## src/rtl/csr_access_unit_if.sv

```systemverilog
// Request/response and CSR-file port bundle for csr_access_unit.
// The unit connects through the slave modport. The master modport is the view
// of its surroundings, which are the execute stage and the CSR file.
// Signals:
//   req_*   execute-stage request (valid/ready), funct3, address, rs1 data, zimm
//   resp_*  result handshake, old CSR value, illegal flag
//   csr_*   CSR file port: address, combinational read data, write data, strobe
//   busy    unit is not idle
interface csr_access_unit_if #(
   parameter int unsigned XLEN       = 32,
   parameter int unsigned CSR_ADDR_W = 12
);
   localparam int unsigned ZIMM_W = 5;

   logic                  req_valid;
   logic                  req_ready;
   logic [2:0]            req_funct3;
   logic [CSR_ADDR_W-1:0] req_addr;
   logic [XLEN-1:0]       req_rs1_data;
   logic [ZIMM_W-1:0]     req_zimm;

   logic                  resp_valid;
   logic                  resp_ready;
   logic [XLEN-1:0]       resp_rdata;
   logic                  resp_illegal;

   logic [CSR_ADDR_W-1:0] csr_addr;
   logic [XLEN-1:0]       csr_rdata;
   logic [XLEN-1:0]       csr_wdata;
   logic                  csr_w_enable;

   logic                  busy;

   modport slave (
      input  req_valid, req_funct3, req_addr, req_rs1_data, req_zimm,
      input  resp_ready, csr_rdata,
      output req_ready, resp_valid, resp_rdata, resp_illegal,
      output csr_addr, csr_wdata, csr_w_enable, busy
   );

   modport master (
      output req_valid, req_funct3, req_addr, req_rs1_data, req_zimm,
      output resp_ready, csr_rdata,
      input  req_ready, resp_valid, resp_rdata, resp_illegal,
      input  csr_addr, csr_wdata, csr_w_enable, busy
   );
endinterface

```

## src/rtl/csr_access_unit.sv

```systemverilog
// csr_access_unit: executes Zicsr instructions (CSRRW/RS/RC and their
// immediate forms) as read-modify-write sequences against the CSR file.
// The FSM runs IDLE -> READ -> WRITE -> RESP. It returns the old CSR value and
// an illegal-access flag.
// Ports:
//   clk, rst_n  clock and asynchronous active-low reset
//   bus         csr_access_unit_if.slave (request, response and CSR-file port)
// Optional feature, macro CSR_ACCESS_RO_CHECK_EN: a write attempt to the
// read-only CSR space (addr[11:10] == 2'b11) is flagged illegal and suppressed.
module csr_access_unit #(
   parameter int unsigned XLEN       = 32,
   parameter int unsigned CSR_ADDR_W = 12
) (
   input  logic               clk,
   input  logic               rst_n,
   csr_access_unit_if.slave   bus
);

   typedef enum logic [1:0] {
      IDLE  = 2'd0,
      READ  = 2'd1,
      WRITE = 2'd2,
      RESP  = 2'd3
   } state_e;

   state_e                state_q, state_d;
   logic [2:0]            funct3_q, funct3_d;
   logic [XLEN-1:0]       src_q, src_d;
   logic [XLEN-1:0]       old_q, old_d;
   logic                  illegal_q, illegal_d;

   logic                  req_ready_q, req_ready_d;
   logic                  busy_q, busy_d;
   logic                  resp_valid_q, resp_valid_d;
   logic [XLEN-1:0]       resp_rdata_q, resp_rdata_d;
   logic                  resp_illegal_q, resp_illegal_d;
   logic [CSR_ADDR_W-1:0] csr_addr_q, csr_addr_d;
   logic [XLEN-1:0]       csr_wdata_q, csr_wdata_d;
   logic                  csr_w_enable_q, csr_w_enable_d;

   logic [XLEN-1:0]       new_val;
   logic                  write_req;
   logic                  illegal;

   // State and registered outputs
   always_ff @(posedge clk or negedge rst_n) begin
      if (!rst_n) begin
         state_q        <= IDLE;
         funct3_q       <= 3'b000;
         src_q          <= '0;
         old_q          <= '0;
         illegal_q      <= 1'b0;
         req_ready_q    <= 1'b1;
         busy_q         <= 1'b0;
         resp_valid_q   <= 1'b0;
         resp_rdata_q   <= '0;
         resp_illegal_q <= 1'b0;
         csr_addr_q     <= '0;
         csr_wdata_q    <= '0;
         csr_w_enable_q <= 1'b0;
      end else begin
         state_q        <= state_d;
         funct3_q       <= funct3_d;
         src_q          <= src_d;
         old_q          <= old_d;
         illegal_q      <= illegal_d;
         req_ready_q    <= req_ready_d;
         busy_q         <= busy_d;
         resp_valid_q   <= resp_valid_d;
         resp_rdata_q   <= resp_rdata_d;
         resp_illegal_q <= resp_illegal_d;
         csr_addr_q     <= csr_addr_d;
         csr_wdata_q    <= csr_wdata_d;
         csr_w_enable_q <= csr_w_enable_d;
      end
   end

   // Next-state and next-output logic
   always_comb begin
      state_d        = state_q;
      funct3_d       = funct3_q;
      src_d          = src_q;
      old_d          = old_q;
      illegal_d      = illegal_q;
      resp_valid_d   = resp_valid_q;
      resp_rdata_d   = resp_rdata_q;
      resp_illegal_d = resp_illegal_q;
      csr_addr_d     = csr_addr_q;
      csr_wdata_d    = csr_wdata_q;
      csr_w_enable_d = 1'b0;
      new_val        = '0;
      write_req      = 1'b0;
      illegal        = 1'b0;

      unique case (state_q)
         IDLE: begin
            if (bus.req_valid) begin
               funct3_d   = bus.req_funct3;
               csr_addr_d = bus.req_addr;
               src_d      = bus.req_funct3[2] ? XLEN'(bus.req_zimm) : bus.req_rs1_data;
               state_d    = READ;
            end
         end
         READ: begin
            // The CSR file answers combinationally on the address registered at accept.
            old_d = bus.csr_rdata;
            unique case (funct3_q[1:0])
               2'b01:   new_val = src_q;
               2'b10:   new_val = bus.csr_rdata | src_q;
               2'b11:   new_val = bus.csr_rdata & ~src_q;
               default: new_val = '0;
            endcase
            // A set or clear with a zero mask is a pure read.
            write_req = (funct3_q[1:0] == 2'b01) || (src_q != '0);
            illegal   = (funct3_q[1:0] == 2'b00);
`ifdef CSR_ACCESS_RO_CHECK_EN
            if (write_req && (csr_addr_q[CSR_ADDR_W-1 -: 2] == 2'b11)) begin
               illegal = 1'b1;
            end
`endif
            illegal_d      = illegal;
            csr_w_enable_d = write_req & ~illegal;
            csr_wdata_d    = new_val;
            state_d        = WRITE;
         end
         WRITE: begin
            resp_valid_d   = 1'b1;
            resp_rdata_d   = illegal_q ? '0 : old_q;
            resp_illegal_d = illegal_q;
            state_d        = RESP;
         end
         RESP: begin
            if (bus.resp_ready) begin
               resp_valid_d = 1'b0;
               state_d      = IDLE;
            end
         end
         default: state_d = IDLE;
      endcase

      req_ready_d = (state_d == IDLE);
      busy_d      = (state_d != IDLE);
   end

   assign bus.req_ready    = req_ready_q;
   assign bus.busy         = busy_q;
   assign bus.resp_valid   = resp_valid_q;
   assign bus.resp_rdata   = resp_rdata_q;
   assign bus.resp_illegal = resp_illegal_q;
   assign bus.csr_addr     = csr_addr_q;
   assign bus.csr_wdata    = csr_wdata_q;
   assign bus.csr_w_enable = csr_w_enable_q;

endmodule

```

## src/flat_wrapper.sv

```systemverilog
// flat-port wrapper written by rule: the top's interface ports become plain ports
module csr_access_unit_flat 
#(
   parameter int unsigned XLEN       = 32,
   parameter int unsigned CSR_ADDR_W = 12
)
  (clk, rst_n, bus_req_valid, bus_req_funct3, bus_req_addr, bus_req_rs1_data, bus_req_zimm, bus_resp_ready, bus_csr_rdata, bus_req_ready, bus_resp_valid, bus_resp_rdata, bus_resp_illegal, bus_csr_addr, bus_csr_wdata, bus_csr_w_enable, bus_busy);
  csr_access_unit_if #(.XLEN(XLEN), .CSR_ADDR_W(CSR_ADDR_W)) bus_i ();
  input  logic clk;
  input  logic rst_n;
  input wire logic [$bits(bus_i.req_valid)-1:0] bus_req_valid;
  input wire logic [$bits(bus_i.req_funct3)-1:0] bus_req_funct3;
  input wire logic [$bits(bus_i.req_addr)-1:0] bus_req_addr;
  input wire logic [$bits(bus_i.req_rs1_data)-1:0] bus_req_rs1_data;
  input wire logic [$bits(bus_i.req_zimm)-1:0] bus_req_zimm;
  input wire logic [$bits(bus_i.resp_ready)-1:0] bus_resp_ready;
  input wire logic [$bits(bus_i.csr_rdata)-1:0] bus_csr_rdata;
  output wire logic [$bits(bus_i.req_ready)-1:0] bus_req_ready;
  output wire logic [$bits(bus_i.resp_valid)-1:0] bus_resp_valid;
  output wire logic [$bits(bus_i.resp_rdata)-1:0] bus_resp_rdata;
  output wire logic [$bits(bus_i.resp_illegal)-1:0] bus_resp_illegal;
  output wire logic [$bits(bus_i.csr_addr)-1:0] bus_csr_addr;
  output wire logic [$bits(bus_i.csr_wdata)-1:0] bus_csr_wdata;
  output wire logic [$bits(bus_i.csr_w_enable)-1:0] bus_csr_w_enable;
  output wire logic [$bits(bus_i.busy)-1:0] bus_busy;
  assign bus_i.req_valid = bus_req_valid;
  assign bus_i.req_funct3 = bus_req_funct3;
  assign bus_i.req_addr = bus_req_addr;
  assign bus_i.req_rs1_data = bus_req_rs1_data;
  assign bus_i.req_zimm = bus_req_zimm;
  assign bus_i.resp_ready = bus_resp_ready;
  assign bus_i.csr_rdata = bus_csr_rdata;
  assign bus_req_ready = bus_i.req_ready;
  assign bus_resp_valid = bus_i.resp_valid;
  assign bus_resp_rdata = bus_i.resp_rdata;
  assign bus_resp_illegal = bus_i.resp_illegal;
  assign bus_csr_addr = bus_i.csr_addr;
  assign bus_csr_wdata = bus_i.csr_wdata;
  assign bus_csr_w_enable = bus_i.csr_w_enable;
  assign bus_busy = bus_i.busy;
  csr_access_unit #(.XLEN(XLEN), .CSR_ADDR_W(CSR_ADDR_W)) u_core (.clk(clk), .rst_n(rst_n), .bus(bus_i));
endmodule
```

## config.mk

```make
export PLATFORM = sky130hd
export DESIGN_NAME = csr_access_unit_flat
export DESIGN_NICKNAME = d
export VERILOG_FILES = /design/src/rtl/csr_access_unit_if.sv /design/src/rtl/csr_access_unit.sv /design/src/flat_wrapper.sv
export SDC_FILE = /design/constraint.sdc
export NUM_CORES = 1
export LEC_CHECK = 0
export CAP_MARGIN = 20
export CORE_UTILIZATION = 40
export DETAILED_ROUTE_END_ITERATION = 16
export MAX_ROUTING_LAYER = met4
export PLACE_DENSITY_LB_ADDON = 0.25
export RECOVER_POWER = 50
export SLEW_MARGIN = 15
export SYNTH_ARGS = -nofsm -noshare
export SYNTH_HDL_FRONTEND = slang
export SYNTH_SLANG_ARGS = --single-unit
```

## constraint.sdc

```tcl
create_clock -name clk -period 1.4 [get_ports clk]
set_input_delay 0.21 -clock clk [delete_from_list [all_inputs] [get_ports clk]]
set_output_delay 0.21 -clock clk [all_outputs]
set_load 0.02 [all_outputs]
```

==> flow_metrics.py <==
metrics = {
    "grt": {
        "grt.total_usage": 0.215,
        "grt_overflow": 0,
        "grt_start_max_net_pins": 47,
        "grt_pass1_wl_um": 28200,
        "grt_pass1_vias": 5426,
        "antenna_found_initial": 0,
    },
    "die": {
        "start_util": 0.409,
        "die_w_um": 132,
        "die_area_mm2": 0.0175,
        "rows": 47,
        "num_io_pins": 169,
        "core_mm2": 0.0166,
        "die_h_um": 132,
    },
    "synth": {
        "yosys.area.top_type_share": 0.550,
        "synth_area_leader_cell": "dfrtp_1",
        "syn-cell-area_mm2": 0.00678,
        "syn-mean-instance-area_um2": 10.9,
        "yosys_warnings": 0,
        "synthCells": 623,
        "synthTopCellsByArea": "dfrtp_1 (55%), mux2_4 (7.1%), nand2b_1 (5.5%), mux2i_1 (5.5%), o21ai_0 (4.6%)",
        "synth_nets": 711,
        "synth_cell_types": 28,
        "seq_area_frac_synth": 0.554,
        "ys_seq_elements": 150,
    },
    "run_status": {
        "status": "finished with violations",
        "violations": "setup timing",
    },
    "detailed_routing": {
        "wl_per_cell_um": 16.6,
        "first_iter_violations": 217,
        "ant_nets": 0,
        "wl_um": 17600,
        "drt-vias-per-instance": 4.92,
        "drc_errors": 0,
        "via_count": 5193,
        "drtPass1Iterations": 4,
    },
    "timing": {
        "skew_ps": 6.77,
        "hold_viol_final": 0,
        "tightest_slew_ps": 677,
        "setup_ws_ps": -15.1,
        "fin_crit_ps": 1420,
        "rsz0062_at_grt": "true",
        "slew-limit-headroom": 0.549,
        "maxSlewViolCount": 0,
        "setup_viol_count_final": 8,
        "timing.final.crit_share": 1.01,
        "fmax_ghz": 0.707,
    },
    "cts": {
        "cts_root_buf": "clkbuf_16",
        "clk_pin_slew_worst_paths_ps": 60,
        "cts_made_buffers": 17,
        "clock_path_buffers": 2,
        "tritoncts": "built",
        "clock-sinks": 150,
        "htree_levels": 4,
        "clock_latency_ps": 420,
    },
    "place": {
        "io_buffers": 168,
        "dp_hpwl_um": 12400,
        "routabilityCongestion": 0.811,
        "dpl_worst_slack_ps": -171,
    },
    "worst_setup_path": {
        "startpoint_type": "register",
        "path_class": "reg -> reg",
        "crit_path_frequent_cell": "buf_12",
        "worstPathRequired_ps": 1700,
        "crit_fanout": 25,
        "cp_data_arrival_time_ps": 1710,
        "crit_chain": "nor2b_4 -> buf_12 -> buf_12 -> mux2_4",
        "end_kind": "register",
        "slowest_stage": "dfrtp_1",
        "cp_slowest_stage_delay_ps": 430,
    },
    "layout": {
        "final_cell_mix": "dfrtp_1 (149), clkdlybuf4s50_1 (86), dlygate4sd2_1 (80)",
        "antenna_cells": 0,
        "syn_to_final_growth_pct": 42.1,
        "nFillCells": 1411,
        "drive_gt1_frac": 0.159,
        "final_common_cell": "dfrtp_1",
        "final_nets": 911,
    },
    "power": {
        "power_density_mw_per_mm2": 2220,
        "finalPower_mw": 21.4,
        "leakagePower_nw": 4.50,
        "worst_ir_drop_vdd_mv": 1.04,
    },
    "job": {
        "max_cap_viol_count": 0,
    },
    "hold_path": {
        "worstHoldPathType": "in -> reg",
    },
}
path summary, 6_finish.rpt:
path	from	endpoint	slack, ps	cells after the start
worst min-delay path	bus_req_rs1_data[20]	u_core.src_q[20]$_DFFE_PN0P_	360	3
min in group asynchronous	rst_n	u_core.bus.resp_rdata[1]$_DFFE_PN0P_	400	2
worst max register to register	u_core.state_q[0]$_DFF_PN0_	u_core.old_q[18]$_DFFE_PN0P_	-20	4
max in group asynchronous	rst_n	u_core.bus.csr_wdata[11]$_DFFE_PN0P_	210	3
worst min register to register	u_core.bus.resp_rdata[22]$_DFFE_PN0P_	u_core.bus.resp_rdata[22]$_DFFE_PN0P_	470	2
worst max-delay path	u_core.state_q[0]$_DFF_PN0_	u_core.old_q[18]$_DFFE_PN0P_	-20	4
state kept, by name, summed over array words and instances (netlist names), 2 cells and up:
| register | cells |
|---|---|
| u_core.bus.csr_wdata | 32 |
| u_core.bus.resp_rdata | 32 |
| u_core.old_q | 32 |
| u_core.src_q | 32 |
| u_core.bus.csr_addr | 12 |
| u_core.funct3_q | 2 |
| u_core.state_q | 2 |
kinds of logic (layout without fill, tap and decap cells):
family | after synthesis | after routing | share of synthesized area
buffers and inverters | 78 | 291 | 0.0579
AND/OR/NAND/NOR | 178 | 178 | 0.127
AO/OA/AOI/OAI | 132 | 132 | 0.109
flip-flops | 150 | 150 | 0.554
multiplexers | 85 | 85 | 0.152
cell type report:
type | count | area [um2] | area share
flip-flops and latches | 150 | 3750 | 0.390
clock inverters | 9 | 76.3 | 0.00792
clock buffers | 23 | 478 | 0.0496
inverters | 34 | 128 | 0.0132
repair buffers | 225 | 2230 | 0.231
well taps | 220 | 275 | 0.0286
multi-input cells | 395 | 2700 | 0.280
synth_stat cells:
cell / number
a21oi_1: 34
a22oi_1: 32
and3_1: 1
buf_1: 1
buf_2: 14
buf_4: 6
buf_6: 8
clkbuf_1: 15
dfrtp_1: 149
dfstp_2: 1
inv_1: 34
mux2_1: 14
mux2_2: 2
mux2_4: 32
mux2i_1: 37
nand2_1: 68
nand2_2: 1
nand2b_1: 60
nand4_1: 1
nor2_1: 35
nor2_2: 1
nor2b_1: 2
nor4_1: 7
nor4b_1: 1
o21ai_0: 62
o21ai_1: 3
o22ai_1: 1
or4_1: 1
through the flow:
stage	hold slack, ps	utilization	setup TNS, ps	instances	cell area, um2
floorplan	-85.6	-	0	623	6780
global placement	176	0.544	-376	1017	9030
detailed placement	192	0.544	-1180	1017	9030
CTS	329	0.577	0	1052	9570
global route	363	0.581	-1680	1056	9640
finish	356	0.581	-59.4	1056	9640
report_power, final:
| part | internal, mW | total, mW | switching [mW] |
|---|---|---|---|
| combinational | 4.69 | 9.55 | 4.86 |
| sequential | 6.24 | 7.54 | 1.30 |
| clock | 2.57 | 4.31 | 1.74 |
per-layer routing:
| layer | wire (um) | part of all wire | track usage | vias to the layer above |
|---|---|---|---|---|
| met1 | 7900 | 0.45 | 0.272 | 2541 |
| met3 | 797 | 0.045 | 0.0400 | 23 |
| met4 | 277 | 0.016 | 0.0715 | 0 |
| met2 | 8600 | 0.49 | 0.347 | 134 |
| li1 | - | - | - | 2495 |
| met5 | 0 | 0 | - | - |
worst max-delay path, delay by kind of cell, from the launching register on:
family,cells,cell delay [ps]
buf+inv,2,340
simple gates,1,200
flops,1,430
mux,1,310
timing repair:
action                     4_1_cts  5_1_grt
pin swaps                        1        0
hold endpoints to repair        40        0
setup endpoints to repair       83       48
setup buffers                    1        3
gates resized for setup         88        9
gates cloned                     1        2
hold buffers                     1        0
Note: power is estimated with default switching activity, not from simulation.
